File: src/rtl/updown_cnt_sched.sv
// Round-robin scheduler that walks one shared wrap-around up/down counter to per-requester targets.
// Optional step-budget timeout is enabled with `define UPDOWN_CNT_SCHED_TIMEOUT_EN.
module updown_cnt_sched #(
  parameter int unsigned NREQ  = 4,
  parameter int unsigned WIDTH = 4
) (
  input  logic                    clk_i,
  input  logic                    rst_ni,
  input  logic [NREQ-1:0]         req_i,
  input  logic [NREQ*WIDTH-1:0]   tgt_i,
  input  logic [WIDTH-1:0]        cnt_i,
  output logic                    ce_o,
  output logic                    ctr_o,
  output logic [NREQ-1:0]         gnt_o,
  output logic [NREQ-1:0]         done_o,
  output logic                    busy_o,
  output logic                    err_o
);

  localparam int unsigned IdxW = (NREQ > 1) ? $clog2(NREQ) : 1;

  typedef enum logic [1:0] {
    StIdle,
    StCmp,
    StStep,
    StDone
  } state_e;

  state_e            r_state, w_state_nxt;
  logic [IdxW-1:0]   r_ptr, w_ptr_nxt;
  logic [IdxW-1:0]   r_idx, w_idx_nxt;
  logic [WIDTH-1:0]  r_tgt, w_tgt_nxt;
  logic              r_dir, w_dir_nxt;

  logic [IdxW-1:0]   w_sel;
  logic              w_any;
  logic [IdxW-1:0]   w_idx_inc;
  logic [WIDTH-1:0]  w_up;
  logic [WIDTH-1:0]  w_dn;
  logic [NREQ-1:0]   w_onehot;

`ifdef UPDOWN_CNT_SCHED_TIMEOUT_EN
  // A well-behaved counter never needs more than half the modulus in steps.
  localparam logic [WIDTH-1:0] StepMax = WIDTH'(1 << (WIDTH - 1));

  logic [WIDTH-1:0]  r_steps, w_steps_nxt;
  logic              r_err, w_err_nxt;
`endif

  function automatic logic [IdxW-1:0] wrap_idx(input int unsigned base, input int unsigned off);
    return IdxW'((base + off) % NREQ);
  endfunction

  // First requesting index at or after the pointer, scanning upward with wrap.
  always_comb begin
    w_sel = '0;
    w_any = 1'b0;
    for (int i = 0; i < NREQ; i++) begin
      if (!w_any && req_i[wrap_idx(32'(r_ptr), unsigned'(i))]) begin
        w_sel = wrap_idx(32'(r_ptr), unsigned'(i));
        w_any = 1'b1;
      end
    end
  end

  assign w_idx_inc = (r_idx == IdxW'(NREQ - 1)) ? '0 : r_idx + 1'b1;
  assign w_up      = r_tgt - cnt_i;
  assign w_dn      = cnt_i - r_tgt;
  assign w_onehot  = NREQ'(1) << r_idx;

  always_comb begin
    w_state_nxt = r_state;
    w_ptr_nxt   = r_ptr;
    w_idx_nxt   = r_idx;
    w_tgt_nxt   = r_tgt;
    w_dir_nxt   = r_dir;
`ifdef UPDOWN_CNT_SCHED_TIMEOUT_EN
    w_steps_nxt = r_steps;
    w_err_nxt   = r_err;
`endif
    case (r_state)
      StIdle: begin
        if (w_any) begin
          w_idx_nxt   = w_sel;
          w_tgt_nxt   = tgt_i[w_sel*WIDTH +: WIDTH];
          w_state_nxt = StCmp;
`ifdef UPDOWN_CNT_SCHED_TIMEOUT_EN
          w_steps_nxt = '0;
          w_err_nxt   = 1'b0;
`endif
        end
      end
      StCmp: begin
        if (!req_i[r_idx]) begin
          w_ptr_nxt   = w_idx_inc;
          w_state_nxt = StIdle;
        end else if (cnt_i == r_tgt) begin
          w_state_nxt = StDone;
`ifdef UPDOWN_CNT_SCHED_TIMEOUT_EN
        end else if (r_steps == StepMax) begin
          w_err_nxt   = 1'b1;
          w_state_nxt = StDone;
`endif
        end else begin
          // Ties take the upward path.
          w_dir_nxt   = (w_up <= w_dn);
          w_state_nxt = StStep;
        end
      end
      StStep: begin
        w_state_nxt = StCmp;
`ifdef UPDOWN_CNT_SCHED_TIMEOUT_EN
        w_steps_nxt = r_steps + 1'b1;
`endif
      end
      StDone: begin
        w_ptr_nxt   = w_idx_inc;
        w_state_nxt = StIdle;
      end
      default: w_state_nxt = StIdle;
    endcase
  end

  always_ff @(posedge clk_i or negedge rst_ni) begin
    if (!rst_ni) begin
      r_state <= StIdle;
      r_ptr   <= '0;
      r_idx   <= '0;
      r_tgt   <= '0;
      r_dir   <= 1'b0;
    end else begin
      r_state <= w_state_nxt;
      r_ptr   <= w_ptr_nxt;
      r_idx   <= w_idx_nxt;
      r_tgt   <= w_tgt_nxt;
      r_dir   <= w_dir_nxt;
    end
  end

`ifdef UPDOWN_CNT_SCHED_TIMEOUT_EN
  always_ff @(posedge clk_i or negedge rst_ni) begin
    if (!rst_ni) begin
      r_steps <= '0;
      r_err   <= 1'b0;
    end else begin
      r_steps <= w_steps_nxt;
      r_err   <= w_err_nxt;
    end
  end

  assign err_o = r_err && (r_state == StDone);
`else
  assign err_o = 1'b0;
`endif

  always_comb begin
    gnt_o  = '0;
    done_o = '0;
    ce_o   = 1'b0;
    case (r_state)
      StCmp:  gnt_o = w_onehot;
      StStep: begin
        gnt_o = w_onehot;
        ce_o  = 1'b1;
      end
      StDone: done_o = w_onehot;
      default: ;
    endcase
  end

  assign ctr_o  = r_dir;
  assign busy_o = (r_state != StIdle);

endmodule
File: config.mk
export PLATFORM = sky130hd
export DESIGN_NAME = updown_cnt_sched
export DESIGN_NICKNAME = d
export VERILOG_FILES = /design/src/rtl/updown_cnt_sched.sv
export SDC_FILE = /design/constraint.sdc
export NUM_CORES = 1
export LEC_CHECK = 0
export ABC_AREA = 1
export BUFFER_PORTS_ARGS = -buffer_cell sky130_fd_sc_hd__buf_2
export CORE_MARGIN = 4
export CORE_UTILIZATION = 45
export CTS_CLUSTER_SIZE = 25
export DETAILED_ROUTE_END_ITERATION = 6
export PLACE_DENSITY = 0.7
export SLEW_MARGIN = 20
export SYNTH_ARGS = -nofsm -noshare
export SYNTH_HDL_FRONTEND = slang
export SYNTH_SLANG_ARGS = --single-unit
File: constraint.sdc
create_clock -name clk_i -period 5.3 [get_ports clk_i]
set_input_delay 0.265 -clock clk_i [delete_from_list [all_inputs] [get_ports clk_i]]
set_output_delay 0.265 -clock clk_i [all_outputs]
set_load 0.01 [all_outputs]
==> impl.org, run 1 <==
** Run status
- Outcome :: finished clean

** Placed design
- Number of input and output port buffers inserted :: 36
- The placed instances occupy a cell area of 1690 um2.
- Placed wire-length estimate after detailed placement :: 2510 um
- Placer congestion estimate :: 0.842

** CTS
- TritonCTS built the clock tree.
- Root Buffer Master :: sky130_fd_sc_hd__clkbuf_4
- Clk buf depth :: 2
- Buffers inserted during clock tree synthesis total 3.
- Post-CTS resize count :: 0
- Post-CTS Setup Repair Bufs :: 0
- Sinks on Clock Net :: 11
- Clock latency on the worst-skew pair, taken at its later pin, is 0.27 ns.
- In this run the number of H-tree levels came out at 1.
- Hold Buf Count CTS :: 1
- Clock-pin slew was measured on the worst setup and hold paths at 0.07 ns.

** Setup path
- Master of the slowest instance on the critical path :: sky130_fd_sc_hd__dfrtp_1
- STA puts the critical path data arrival time at 2.20 ns.
- Kind of start point of the critical path :: flop
- Cell with the most instances on the worst path :: sky130_fd_sc_hd__nand2_1
- At the worst endpoint, the required time is 5.46 ns.
- Startpoint-to-endpoint class of the critical path :: reg -> reg
- Crit-path max FO :: 11
- The critical path goes through inv_2 > nand2_1 > nand2_4 > nand2_1 > nand2_1 > nand2_1 > nand3_2 > nand3_4 > nand2_1 > nand3_1 > nand2_1 > nand2_1 > nand2_1.
- Top delay family on crit path :: simple AND/OR/NAND/NOR gates
- Capturing element type of the critical path :: flop
- The largest single stage delay on the critical path is 0.63 ns.
- Together, buffers and inverters on the worst path number 1.

** Drt
- The pre-antenna-repair detailed-routing pass consisted of 4 iterations.
- Total DRC errors in the routed layout :: 0
- Avg WL per Cell :: 9.56 um
- Once detail routing completed, the nets flagged for antenna violations numbered 0.
- Detailed routing inserted a total of 1,368 vias.
- Drt total wl :: 2910 um
- Detailed router's first-iteration violation count :: 59
- Using the TritonRoute via totals, the vias-per-cell ratio works out to 4.50.

** Final layout
- Fin nets :: 305
- Number of antenna diodes :: 0
- Design Area, Final :: 1730 um2
- Share of layout cells above drive strength 1 :: 26.2%
- Measured on the finished design, the core utilization comes to 55.8%.
- Growth of design area from synthesis to finish :: 17.2%

** Pwr
- Part of the total power dissipated in combinational logic :: 78.2%
- For this design the ratio of total power to cell area is 637 nW/um2.
- After layout, the design draws a total of 1100 uW.
- Net switching power :: 619 uW
- The clock network accounts for 5.1% of the total power.
- Switching part of the total power :: 56.2%
- The internal portion of the total power is 483 uW.
- Sequential cells account for 16.7% of the total power.
- Leak pwr :: 0.00109 uW
- Across the VDD grid, the largest voltage drop is 294 uV.

** Yosys
- The number of nets handed over by synthesis was 265.
- For this run, the register share of the synthesized area comes to 18.6%.
- The Yosys step of the flow raised 0 warnings.
- After synthesis, the netlist uses 27 different library cells.
- A synthesized cell averages 6.68 um2.
- Most instantiated flip-flop cell in the synthesis netlist :: sky130_fd_sc_hd__dfrtp_1
- After technology mapping, the gate count stands at 221.
- Of all flip-flops after synthesis, the portion carrying an async set or reset was 100%.
- Area of the mapped netlist :: 1480 um2
- FF+latch count, synth :: 11
- Post-synth EDFFs :: 0

** Die
- After floorplanning, the core was divided into 20 placement rows.
- Total die area :: 4260 um2
- Count of pins on the block boundary :: 38
- The die is 65.3 um wide.
- The region available for standard cell placement spans 3100 um2.
- Once the floorplan was initialized, standard cells occupied 47.6% of the core.
- The die is 65.3 um tall.

** STA
- Final hold violation count :: 0
- The count of final max-slew check failures is 0.
- Final critical-path required period :: 2.04 ns
- Summed over all failing endpoints, the final setup total negative slack is 0 ns.
- Worst clock skew on the final layout :: 0.00345 ns
- Maximum clock frequency :: 491 MHz
- Hold_ws :: 0.302 ns
- Setup Viol. Count Final :: 0
- Setup repair after global routing left no endpoint under its margin.
- Final clock period utilization by the worst path :: 38.4%

** Global route
- Total global-route track usage :: 14.5%
- Wire length of the first global-routing pass :: 5150 um
- Entering global routing, the biggest net connects 12 pins.
- Global routing finished with a remaining overflow of 0.
- The number of global-route vias before repair is 1,272.
- The number of antenna violations at the first check in global routing came to 0.

** Job
- Reported max-cap violation count :: 0

** Min path
- The tightest min-delay check is of the in -> reg type.
==> through the flow <==
stage | std cells | worst slack, ns
finish | 304 | 3.26
global route | 304 | 3.02
CTS | 304 | 3.27
detailed placement | 299 | 3.29
global placement | 299 | 3.30
floorplan | 221 | 3.45
==> path summary, 6_finish.rpt <==
kind | cells after the start | end | slack [ns] | from
worst max-delay path | 13 | r_tgt[1] | 3.26 | r_ptr[0]
worst min-delay path | 5 | r_tgt[3] | 0.30 | tgt_i[7]
worst max register to register | 13 | r_tgt[1] | 3.26 | r_ptr[0]
worst min register to register | 2 | r_tgt[0] | 0.51 | r_tgt[0]
max in group asynchronous | 2 | r_idx[0] | 4.71 | rst_ni
min in group asynchronous | 2 | r_tgt[3] | 0.39 | rst_ni
==> power by group through the flow <==
stage	registers [uW]	logic [uW]	clock network [uW]
2_1_floorplan	165	730	0
6_report	184	862	56.4
3_5_place_dp	186	866	0
4_1_cts	184	873	58.4
5_1_grt	193	996	61.3
3_3_place_gp	185	864	0
==> cell type report <==
cell class / instances / area [um2]
sequential: 11 / 275
multi-input combinational: 161 / 1010
timing repair buffer: 37 / 190
clock inverter: 1 / 5.00
inverter: 47 / 176
fill: 327 / 1370
clock buffer: 3 / 22.5
tap: 44 / 55.1
==> cells in the mapped netlist (2+ instances only) <==
cell type | n | area share, %
sky130_fd_sc_hd__nand2_2 | 7 | 3.0
sky130_fd_sc_hd__o21ai_0 | 8 | 2.7
sky130_fd_sc_hd__fa_1 | 2 | 2.7
sky130_fd_sc_hd__xor2_1 | 3 | 1.8
sky130_fd_sc_hd__dfrtp_1 | 11 | 19
sky130_fd_sc_hd__ha_1 | 16 | 14
sky130_fd_sc_hd__nor2_1 | 7 | 1.8
sky130_fd_sc_hd__nand3_2 | 3 | 2.0
sky130_fd_sc_hd__xnor2_1 | 2 | 1.2
sky130_fd_sc_hd__a21oi_1 | 7 | 2.4
sky130_fd_sc_hd__nand2_1 | 68 | 17
sky130_fd_sc_hd__inv_1 | 41 | 10
sky130_fd_sc_hd__nand4_1 | 7 | 3.0
sky130_fd_sc_hd__inv_2 | 6 | 1.5
sky130_fd_sc_hd__a31oi_1 | 2 | 0.85
sky130_fd_sc_hd__nand3_4 | 2 | 2.4
sky130_fd_sc_hd__nand3_1 | 14 | 4.7
sky130_fd_sc_hd__nand2_4 | 6 | 4.6
==> layer usage <==
metal  GRT usage [%]  share of wire [%]
met1            20.1                 51
met2            23.9                 45
met3            1.37                3.6
met4            4.40                1.1
met5               0                  0
==> tightest hold or removal path: cells and delay by family <==
kind / cells / cell delay [ns]
buf+inv: 1 / 0.08
simple gates: 4 / 0.20
==> sequential cells by signal, indices dropped and copies added, names as in the netlist <==
| signal | cells |
|---|---|
| r_state | 2 |
| r_idx | 2 |
| r_ptr | 2 |
| r_tgt | 4 |
| ctr_o | 1 |
==> cells in the final DEF (no fill, tap or decap), types with 3 or more instances in the layout <==
cell type                   n
sky130_fd_sc_hd__a21oi_1    7
sky130_fd_sc_hd__nor2_1     7
sky130_fd_sc_hd__ha_1      16
sky130_fd_sc_hd__dfrtp_1   11
sky130_fd_sc_hd__nand3_1   14
sky130_fd_sc_hd__inv_1     41
sky130_fd_sc_hd__buf_2     36
sky130_fd_sc_hd__nand2_2    7
sky130_fd_sc_hd__nand4_1    7
sky130_fd_sc_hd__inv_2      6
sky130_fd_sc_hd__nand2_4    6
sky130_fd_sc_hd__nand2_1   68
sky130_fd_sc_hd__o21ai_0    8
sky130_fd_sc_hd__nand3_2    3
sky130_fd_sc_hd__clkbuf_4   3
sky130_fd_sc_hd__xor2_1     3
==> kinds of logic (layout without fill, tap and decap cells) <==
group | Yosys count | count (layout) | synth area share [%]
simple gates | 119 | 119 | 42.2
compound gates | 18 | 18 | 6.44
fa+ha+maj | 18 | 18 | 16.3
xor+xnor | 5 | 5 | 2.97
flops | 11 | 11 | 18.6
other cells | 1 | 1 | 0.254
buf+inv | 49 | 88 | 13.2
Note: power is estimated with default switching activity, not from simulation.
==> run 2, diff against run 1 <==
==> constraint.sdc (replaced) <==
create_clock -name clk_i -period 2 [get_ports clk_i]
set_input_delay 0.1 -clock clk_i [delete_from_list [all_inputs] [get_ports clk_i]]
set_output_delay 0.1 -clock clk_i [all_outputs]
set_load 0.01 [all_outputs]
==> run 2 against run 1 <==
Net effect: worst setup slack got worse by 3.2 ns; core utilization up 1.8 points; largest power group unchanged; first-iteration DRC count increased by 24%; critical path depth down 4; register-to-register slack got worse by 3.2 ns; count of clock-buffer cells in the layout stayed put; maximum frequency grew 7.2%; die area stayed put; wire length increased by 4.6%; clock skew up 0.0023 ns; total power increased to 2.8 times the previous value; combinational power rose to 2.9 times the previous value.
==> impl.org, run 2 (synthesized netlist as in run 1, its figures left out) <==
** Run status
- Outcome :: finished clean

** Job
- Reported max-cap violation count :: 0

** Global route
- Via count of the first global-routing pass :: 1,231
- The number of antenna violations at the first check in global routing is 0.
- Wire length of the first global-routing pass :: 5100 um
- Pin count of the biggest net entering global routing :: 12
- After global routing the overflow that remains totals 0.
- Global routing used 14.6% of the available tracks across all layers.

** Pwr
- Dividing total power by cell area gives a power density of 1720 nW/um2.
- Leak pwr :: 0.00111 uW
- Worst vdd rail ir drop :: 861 uV

** Die
- Total die area :: 4260 um2
- Once the floorplan was initialized, standard cells occupied 47.6% of the core.
- Die height :: 65.3 um
- 38 I/O pins were placed.
- The initialized floorplan defines 20 standard-cell rows.
- After floorplanning, the core was sized to cover 3100 um2.
- In this run the horizontal extent of the chip is 65.3 um.

** Final layout
- Cells fill 57.6% of the core in the end.
- The layout has 326 filler cells.
- Leaving out fill and tap cells, the most frequent cell in the layout is sky130_fd_sc_hd__nand2_1.
- Growth of design area from synthesis to finish :: 21.0%
- Fin cells :: 307
- Ranked by flip-flop count, first place goes to r_tgt.
- The number of antenna diodes in the final layout is 0.
- The register with the most flip-flops in the layout has 4 of them.
- Share of layout cells above drive strength 1 :: 30.0%
- Fin nets :: 308
- Most used cells in the layout excluding fill and tap cells :: sky130_fd_sc_hd__nand2_1, sky130_fd_sc_hd__inv_1, sky130_fd_sc_hd__buf_2, sky130_fd_sc_hd__nand3_1, sky130_fd_sc_hd__ha_1

** STA
- Between clock sinks in the finished design, the worst skew comes to 0.00575 ns.
- Final-report max-slew violation count :: 0
- Setup violations remaining at the end of the flow were counted as 0.
- For this run, the top clock speed supported by timing is 527 MHz.
- The final hold violation count was 0.
- Post-route worst setup slack :: 0.102 ns
- Final clock period utilization by the worst path :: 94.9%
- The worst path in the final design needs a cycle of 1.90 ns, including I/O delays and setup.

** Drt
- Total DRC errors in the routed layout :: 0
- Overall via count from detail_route :: 1,427
- 1st-pass router iterations :: 4
- Antenna Violating Nets Remaining :: 0
- Detailed router's first-iteration violation count :: 73
- Dividing the detail-routed wire length by the instance count gives 9.90 um.
- Detail-routed via count per cell :: 4.65
- Summed over all layers, the routed wires come to 3040 um.

** Setup path
- The critical path is of the reg -> reg type.
- Count of cells along the worst register-to-register path :: 9
- Crit-path max FO :: 3
- Worst Path Required :: 2.16 ns
- STA classifies the critical path endpoint as a flop.
- For the worst setup path, the data arrival time is 2.05 ns.
- Kind of start point of the critical path :: flop

** Min path
- Path type of the worst min-delay path :: in -> reg
- The worst hold path was traced through 5 stages.

** Placed design
- Worst Setup Slack post-DPL :: 0.0101 ns
- The congestion estimate from routability-driven global placement came to 0.828.
- Once detailed placement completed, the half-perimeter wirelength came to 2450 um.
- Cell count after placement :: 300
- Port buffering added 36 buffers.

** CTS
- Clk_lat worst skew :: 0.27 ns
- TritonCTS built the clock tree.
- In this run the deepest clock path goes through 2 buffers.
- TritonCTS created 3 clock buffers.
- Clock-pin slew was measured on the worst setup and hold paths at 0.07 ns.
- Sinks on Clock Net :: 11
- Number of levels in the clock H-tree :: 1
- Root Buffer Master :: sky130_fd_sc_hd__clkbuf_4
## run 2: cell types whose count changed in the layout (fill, tap and decap cells not counted), sizes merged
cell / previous run / this run
buf: 36 / 39
## run 2: area by class of cell
cell class,count,area [um2],share of cell area [%]
tap,44,55.1,3.08
clock inverter,1,5.00,0.280
sequential,11,277,15.5
clock buffer,3,22.5,1.26
multi-input combinational,161,1040,58.1
timing repair buffer,40,213,11.9
inverter,47,176,9.87
## run 2: where the power goes
part / switching (uW) / internal, uW / total [uW] / leakage [uW]
Combinational: 1520 / 949 / 2460 / 0.000958
Clock: 75.6 / 74.1 / 150 / 0.0000177
Sequential: 120 / 343 / 463 / 0.000130
Total: 1710 / 1370 / 3080 / 0.00111
## run 2: worst max-delay path: stages (launching register included)
cell and delay, ns:
sky130_fd_sc_hd__dfrtp_1 0.39, sky130_fd_sc_hd__inv_1 0.06, sky130_fd_sc_hd__ha_2 0.19, sky130_fd_sc_hd__inv_1 0.05
sky130_fd_sc_hd__fa_1 0.37, sky130_fd_sc_hd__xor2_1 0.17, sky130_fd_sc_hd__ha_1 0.29, sky130_fd_sc_hd__nand2_1 0.05
sky130_fd_sc_hd__o21ai_1 0.12, sky130_fd_sc_hd__a31oi_1 0.08
## run 2: final timing paths
check	slack, ns	from	endpoint
max	0.10	r_tgt[0]	ctr_o
max in group asynchronous	1.55	rst_ni	r_tgt[1]
max reg2reg	0.10	r_tgt[0]	ctr_o
min	0.14	tgt_i[15]	r_tgt[3]
min reg2reg	0.53	r_tgt[3]	r_tgt[3]
min in group asynchronous	0.23	rst_ni	ctr_o
## run 2: per-layer routing
layer | wire length [um] | global-route usage, %
met5 | 0 | 0
met4 | 46 | 3.89
met3 | 159 | 2.22
met2 | 1410 | 24.0
met1 | 1430 | 19.8
## run 2: timing repair
item	in CTS	in global routing
hold buffers	1	0
setup endpoints to repair	1	1
hold endpoints to repair	11	0
buffers inserted	0	2
resized for setup	1	10
## run 2: metrics by stage
stage                     instance area, um2  setup TNS (ns)  hold WS [ns]  total power, uW
after floorplan                         1480               0        -0.196             2370
after global placement                  1700               0       -0.0170             2800
after detailed placement                1700               0       -0.0148             2820
after CTS                               1750               0         0.146             3000
after global routing                    1790         -0.0171         0.178             3470
final                                   1790               0         0.141             3080
